`src/rtl/pipeline_hazard_ctrl_pkg.sv`:
```
// Shared pipeline types for the hazard sequencer.
// State enum, register-index type, x0 and default timeout.
package pipeline_hazard_ctrl_pkg;

  typedef enum logic [0:0] {
    RUN      = 1'b0,
    MEM_WAIT = 1'b1
  } hz_state_t;

  typedef logic [4:0] reg_idx_t;

  localparam reg_idx_t    X0          = 5'd0;
  localparam int unsigned TIMEOUT_DEF = 16;
  localparam int unsigned WAIT_W      = 16;

endpackage

```
`src/rtl/pipeline_hazard_ctrl_sat_counter.sv`:
```
// Saturating incrementer with enable; holds at all-ones.
// Ports: clk, rst (sync, high), en, q[W-1:0].
module sat_counter #(
  parameter int unsigned W = 16
) (
  input  logic         clk,
  input  logic         rst,
  input  logic         en,
  output logic [W-1:0] q
);

  always_ff @(posedge clk) begin
    if (rst) begin
      q <= '0;
    end else if (en && (q != '1)) begin
      q <= q + W'(1);
    end
  end

endmodule

```
`src/rtl/pipeline_hazard_ctrl.sv`:
```
// Stall/flush sequencer: load-use, branch flush, dmem wait.
// Ports: hazard inputs, stall/flush/dmem_req/abort outs, counters.
module pipeline_hazard_ctrl
  import pipeline_hazard_ctrl_pkg::*;
#(
  parameter int unsigned TIMEOUT = TIMEOUT_DEF,
  parameter int unsigned CNT_W   = 16
) (
  input  logic             clk,
  input  logic             rst,
  input  logic             Mem_Read_ID_EX,
  input  reg_idx_t         rd_ID_EX,
  input  reg_idx_t         rs1_IF_ID,
  input  reg_idx_t         rs2_IF_ID,
  input  logic             Mem_Read_EX_MEM,
  input  logic             Mem_Write_EX_MEM,
  input  logic             PcSrc_EX_MEM,
  input  logic             dmem_ready,
  output logic             dmem_req,
  output logic             stall_PC,
  output logic             stall_IF_ID,
  output logic             stall_ID_EX,
  output logic             stall_EX_MEM,
  output logic             flush_IF_ID,
  output logic             flush_ID_EX,
  output logic             flush_EX_MEM,
  output logic             mem_abort,
  output logic             mem_err,
  output logic [CNT_W-1:0] cnt_stall,
  output logic [CNT_W-1:0] cnt_flush
);

  localparam logic [WAIT_W-1:0] WC_LAST =
    WAIT_W'(TIMEOUT - 1);

  hz_state_t         state;
  logic [WAIT_W-1:0] wait_cnt;

  logic mem_op;
  logic timeout_hit;
  logic busy;
  logic load_use;
  logic sel_mem;
  logic sel_br;
  logic sel_lu;

  assign mem_op = Mem_Read_EX_MEM | Mem_Write_EX_MEM;
  assign dmem_req = mem_op;

  assign timeout_hit = (state == MEM_WAIT) &&
                       (wait_cnt == WC_LAST);

  assign busy = mem_op & ~dmem_ready & ~timeout_hit;

  // Abort only matters while an access is still pending;
  // a reset cycle never produces one.
  assign mem_abort = timeout_hit & mem_op &
                     ~dmem_ready & ~rst;

  assign load_use = Mem_Read_ID_EX &&
                    (rd_ID_EX != X0) &&
                    ((rd_ID_EX == rs1_IF_ID) ||
                     (rd_ID_EX == rs2_IF_ID));

  // One-hot priority selects: wait > branch > load-use.
  assign sel_mem = busy;
  assign sel_br  = ~busy & PcSrc_EX_MEM;
  assign sel_lu  = ~busy & ~PcSrc_EX_MEM & load_use;

  always_comb begin
    stall_PC     = 1'b0;
    stall_IF_ID  = 1'b0;
    stall_ID_EX  = 1'b0;
    stall_EX_MEM = 1'b0;
    flush_IF_ID  = 1'b0;
    flush_ID_EX  = 1'b0;
    flush_EX_MEM = 1'b0;
    unique case (1'b1)
      sel_mem: begin
        stall_PC     = 1'b1;
        stall_IF_ID  = 1'b1;
        stall_ID_EX  = 1'b1;
        stall_EX_MEM = 1'b1;
      end
      sel_br: begin
        flush_IF_ID  = 1'b1;
        flush_ID_EX  = 1'b1;
        flush_EX_MEM = 1'b1;
      end
      sel_lu: begin
        stall_PC     = 1'b1;
        stall_IF_ID  = 1'b1;
        flush_ID_EX  = 1'b1;
      end
      default: ;
    endcase
  end

  always_ff @(posedge clk) begin
    if (rst) begin
      state    <= RUN;
      wait_cnt <= '0;
      mem_err  <= 1'b0;
    end else begin
      if (mem_abort) begin
        mem_err <= 1'b1;
      end
      unique case (state)
        RUN: begin
          if (busy) begin
            state    <= MEM_WAIT;
            wait_cnt <= '0;
          end
        end
        MEM_WAIT: begin
          if (busy) begin
            wait_cnt <= wait_cnt + WAIT_W'(1);
          end else begin
            state <= RUN;
          end
        end
        default: state <= RUN;
      endcase
    end
  end

  sat_counter #(.W(CNT_W)) u_cnt_stall (
    .clk (clk),
    .rst (rst),
    .en  (stall_PC),
    .q   (cnt_stall)
  );

  sat_counter #(.W(CNT_W)) u_cnt_flush (
    .clk (clk),
    .rst (rst),
    .en  (flush_IF_ID),
    .q   (cnt_flush)
  );

endmodule

```
`config.mk`:
```
export PLATFORM = sky130hd
export DESIGN_NAME = pipeline_hazard_ctrl
export DESIGN_NICKNAME = d
export VERILOG_FILES = /design/src/rtl/pipeline_hazard_ctrl_pkg.sv /design/src/rtl/pipeline_hazard_ctrl_sat_counter.sv /design/src/rtl/pipeline_hazard_ctrl.sv
export SDC_FILE = /design/constraint.sdc
export NUM_CORES = 1
export LEC_CHECK = 0
export BUFFER_PORTS_ARGS = -buffer_cell sky130_fd_sc_hd__buf_2
export CAP_MARGIN = 0
export CELL_PAD_IN_SITES_DETAIL_PLACEMENT = 2
export CELL_PAD_IN_SITES_GLOBAL_PLACEMENT = 2
export CORE_MARGIN = 2
export CORE_UTILIZATION = 31
export DETAILED_ROUTE_END_ITERATION = 16
export PLACE_DENSITY_LB_ADDON = 0.1
export SKIP_CTS_REPAIR_TIMING = 1
export SYNTH_ARGS = -nofsm -noshare
export SYNTH_HDL_FRONTEND = slang
export SYNTH_SLANG_ARGS = --single-unit
```
`constraint.sdc`:
```
create_clock -name clk -period 2.85 [get_ports clk]
set_input_delay 0.4275 -clock clk [delete_from_list [all_inputs] [get_ports clk]]
set_output_delay 0.4275 -clock clk [all_outputs]
set_load 0.01 [all_outputs]
```
### After elaboration in Yosys (flattened, before gate mapping)

Index checks and enable logic that the tools add are counted.

| word-level totals | value |
|---|---|
| flip-flop bits (word level) | 50 |
| output and inout bits | 42 |
| input bits | 22 |
| logic and storage cells | 47 |

| operators by class | value |
|---|---|
| bitwise gates (word level) | 15 |
| add/sub/neg operators | 3 |
| reductions and logical operators | 10 |
| muxes and demuxes | 7 |
| equal/unequal tests | 7 |

Operator list:

| cell | number |
|---|---|
| $add 16x1->16 const B | 3 |
| $mux 16 | 2 |
| $ne 16x16->1 const B | 2 |
| $pmux 16 s2 | 1 |
| $eq 16x4->1 const B | 1 |
| $eq 5x5->1 | 2 |
| $and 1x1->1 | 8 |
| $not 1->1 | 6 |
| $logic_and 1x1->1 | 5 |
| $reduce_bool 5->1 | 1 |
| $mux 1 | 4 |
| $reduce_or 2->1 | 2 |
| $ne 2x1->1 const B | 1 |
| $ne 2x2->1 const B | 1 |
| $reduce_and 2->1 | 1 |
| $logic_or 1x1->1 | 1 |
| $or 1x1->1 | 1 |

### Depth between registers and ports, before layout

| logic depth | value |
|---|---|
| word-level depth | 10 |
| depth in mapped cells | 9 |
| mapped depth without buffers | 8 |

### Cells and area by module

A second synthesis with hierarchy kept.

| second synthesis, totals | value |
|---|---|
| cell total of the unflattened synthesis | 324 |
| area, all modules | 2756.4 µm² |

By module, submodules not included:

| module | instances | seq. area each (µm²) | cells an instance | area each (µm²) |
|---|---|---|---|---|
| sat_counter | 2 | 320.3 | 99 | 848.3 |
| pipeline_hazard_ctrl | 1 | 360.3 | 126 | 1059.8 |

### Least setup slack after synthesis

No wires, ideal clock.

| path | value |
|---|---|
| path kind | flip-flop to flip-flop |
| from | register wait_cnt[0] |
| to | register u_cnt_stall.q[4] |
| setup time | 0.121 ns |
| arrival | 2.098 ns |
| path buffers | 0 |
| slack | 0.632 ns |
| required time | 2.729 ns |
| period minus slack after synthesis | 2.218 ns |
| cell stages (with the launch flop) | 8 |
| cell sequence | dfxtp_1 -> ha_1 -> and4bb_2 -> a41o_2 -> a22o_1 -> nor2_2 -> and4_1 -> mux2_2 |

| on the way | value |
|---|---|
| cells in the longest elaborated chain, start to end | 10 |

RTL lines:

| what | RTL line | text |
|---|---|---|
| from (decl) | pipeline_hazard_ctrl.sv:37 | `logic [WAIT_W-1:0] wait_cnt;` |
| from (signal assigned) | pipeline_hazard_ctrl.sv:117 | `wait_cnt <= wait_cnt + WAIT_W'(1);` |
| $eq 16x4->1 (*) | pipeline_hazard_ctrl.sv:51 | `(wait_cnt == WC_LAST);` |
| $logic_and 1x1->1 (*) | pipeline_hazard_ctrl.sv:50 | `assign timeout_hit = (state == MEM_WAIT) &&` |
| $not 1->1 (*) | pipeline_hazard_ctrl.sv:53 | `assign busy = mem_op & ~dmem_ready & ~timeout_hit;` |
| $and 1x1->1 (*) | pipeline_hazard_ctrl.sv:53 |  |
| $not 1->1 | pipeline_hazard_ctrl.sv:68 | `assign sel_lu = ~busy & ~PcSrc_EX_MEM & load_use;` |
| $and 1x1->1 (2 in series) | pipeline_hazard_ctrl.sv:68 |  |
| $reduce_or 2->1 (no line) (*) | - |  |
| $mux 1 (*) | pipeline_hazard_ctrl.sv:78 | `unique case (1'b1)` |
| $logic_and 1x1->1 (*) | pipeline_hazard_ctrl_sat_counter.sv:15 | `end else if (en && (q != '1)) begin` |
| to (signal assigned) | pipeline_hazard_ctrl_sat_counter.sv:16 | `q <= q + W'(1);` |
| to (decl) | pipeline_hazard_ctrl_sat_counter.sv:9 | `output logic [W-1:0] q` |

Every way passes the cells marked *; elsewhere a longest branch is shown, timed or not.
A chain may end at the register's enable or synchronous reset.

### Worst setup path after layout

Same ends and word-level chain as after synthesis.

==> flow_summary.yaml <==
outcome:
  status: "finished clean"
synthesis:
  avgSynthCellArea_um2: 8.46
  yosysSeqAreaShare_pct: 38.4
  synth.most_common_cell: "dfxtp_1"
  synth_area_mm2: 0.00261
  yosysTopAreaCellShare_pct: 38.4
  ys_top_cells_by_area: "dfxtp_1, xor2_1, nor2_1"
  syn_inst: 308
  async_reset_ff_share_pct: 0
  yosysWarnings: 0
  synth_cell_type_count: 52
  yosys_register_bits: 50
  synth_edf_count: 0
  ys_top_cells_by_count: "dfxtp_1, nor2_1, xor2_1, nand2_1, nand3_1"
  synth_top_area_cell: "dfxtp_1"
  synth_nets: 333
  synthFlopType: "dfxtp_1"
route:
  wl_mm: 7.85
  vias_per_cell: 5.12
  vias: 2445
  drc: 0
  dr.pass1.iters: 4
  ant_nets: 0
  routedWlPerCell_um: 16.4
  drt_iter0_markers: 60
floorplan:
  core-area_mm2: 0.00818
  start_util_pct: 31.9
  die-area_mm2: 0.00916
  die_h_um: 95.7
  ios: 64
  die_x_um: 95.7
  core.rowCount: 33
clock_tree:
  numCtsBuffers: 5
  clock_latency_ns: 0.30
  cts_tree: "built"
  clockBufferDepth: 2
  clock_sinks: 50
  root_buffer: "clkbuf_8"
  htree_levels: 2
  clk_pin_slew_ns: 0.09
power_and_ir_drop:
  p_leak_nw: 1.24
  vdd_drop_max_uv: 184
  p_int_uw: 921
  seq_power_share_pct: 56.8
  p_comb_share_pct: 10.5
  clkPwrFrac_pct: 32.6
  swShare_pct: 26.7
  p_total_mw: 1.26
  powerDensity_mw_per_mm2: 403
  p_sw_uw: 335
job:
  maxCapViolations: 0
timing:
  grt_setup_unrepaired: "false"
  period_share_pct: 90.9
  relSlewSlack_pct: 61.6
  tns_ns: 0
  hold_violations: 0
  fin_crit_ns: 2.59
  finalSetupViolCount: 0
  final-max-slew-violation-count: 0
  finalClockSkew_ns: 0.00746
  tightest_slew_ns: 0.573
  max_freq_ghz: 0.386
finish:
  area.growth.synth_to_final_pct: 19.5
  diodes: 0
  layout-drive-gt1-share_pct: 25.2
  nets: 398
  nFillCells: 976
placement:
  hpwl_mm: 6.09
  io_buffers: 63
  finalWeightedCongestion: 0.753
setup_path:
  end_kind: "flip-flop"
  worstSetupPathType: "reg -> reg"
  worst-endpoint-required_ns: 3.05
  crit_fanout: 9
  startpoint_type: "flip-flop"
  cp_data_arrival_time_ns: 2.79
global_route:
  grt_pass1_wl_mm: 12.7
  grtUsageMet1_pct: 24.0
  grt_max_degree: 30
  grt.total_usage_pct: 17.7
  grt_pass1_vias: 2547
  grt.overflow.total: 0
  busiest_layer: "met2"
  antenna_found_initial: 0
  grt_util_met2_pct: 29.5
  use_met3_pct: 3.37
worst_hold_path:
  hold_path_class: "reg -> reg"
==> logic make-up (layout without fill, tap and decap cells) <==
family,count (synthesis),after routing,synth area share (%)
mux,6,6,2.50
fa+ha+maj,3,3,1.44
xor+xnor,35,35,11.8
buf+inv,21,86,3.89
compound gates,45,45,12.7
flops,50,50,38.4
simple gates,148,148,29.3
==> power groups by stage <==
stage          sequential [mW]  clock, mW  combinational [mW]
2_1_floorplan            0.730          0              0.0796
3_3_place_gp             0.730          0               0.131
3_5_place_dp             0.730          0               0.135
4_1_cts                  0.714      0.432               0.136
5_1_grt                  0.715      0.460               0.149
6_report                 0.714      0.410               0.132
==> state kept, by name (all words and copies together), names as in the netlist <==
| signal | flops |
|---|---|
| u_cnt_flush.q | 16 |
| u_cnt_stall.q | 16 |
| state | 1 |
| mem_err | 1 |
| wait_cnt | 16 |
==> stage by stage <==
step / util, % / area, um^2 / worst slack [ns] / instances / hold WS (ns)
6_report: 38.1 / 3120 / 0.259 / 478 / 0.463
5_1_grt: 38.1 / 3120 / 0.135 / 478 / 0.487
4_1_cts: 38.1 / 3120 / 0.255 / 478 / 0.454
3_5_place_dp: 37.1 / 3040 / 0.278 / 471 / 0.445
3_3_place_gp: 37.1 / 3040 / 0.347 / 471 / 0.440
2_1_floorplan: - / 2610 / 0.632 / 308 / 0.460
==> path summary, 6_finish.rpt <==
path / from / to / slack, ns / cells after the start
worst max register to register: wait_cnt[0] / u_cnt_stall.q[4] / 0.26 / 7
worst min register to register: mem_err / mem_err / 0.46 / 1
worst min-delay path: mem_err / mem_err / 0.46 / 1
worst max-delay path: wait_cnt[0] / u_cnt_stall.q[4] / 0.26 / 7
==> worst max-delay path: stages (launching register included) <==
cell and delay [ns]:
dfxtp_1 0.36, ha_1 0.27, and4bb_2 0.25, a41o_2 0.35
a22o_1 0.29, nor2_2 0.38, and4_1 0.26, mux2_2 0.33
==> layout make-up <==
cell class | instances | area (um^2) | area share [%]
multi-input combinational | 237 | 1500 | 48.3
sequential | 50 | 1000 | 32.1
timing repair buffer | 69 | 360 | 11.6
tap | 105 | 131 | 4.22
clock buffer | 5 | 68.8 | 2.21
inverter | 10 | 40.0 | 1.29
clock inverter | 2 | 10.0 | 0.321
==> metal layers <==
metal	up-vias	wire [um]
met1	1187	3790
met2	41	3700
met5	-	0
li1	1213	-
met4	0	53
met3	4	303
==> cells in the final DEF (no fill, tap or decap), drive strengths merged, types with 3 or more instances in the layout <==
master,n
a21o,3
a21oi,13
a31o,3
and2,4
and3,3
and4,4
buf,69
clkbuf,5
dfxtp,50
ha,3
inv,10
mux2,4
nand2,22
nand3,19
nand4,11
nor2,50
nor2b,4
nor3,8
nor4,9
o21a,3
o21ai,9
or3,7
xnor2,12
xor2,23
(Power assumes the default switching activity.)
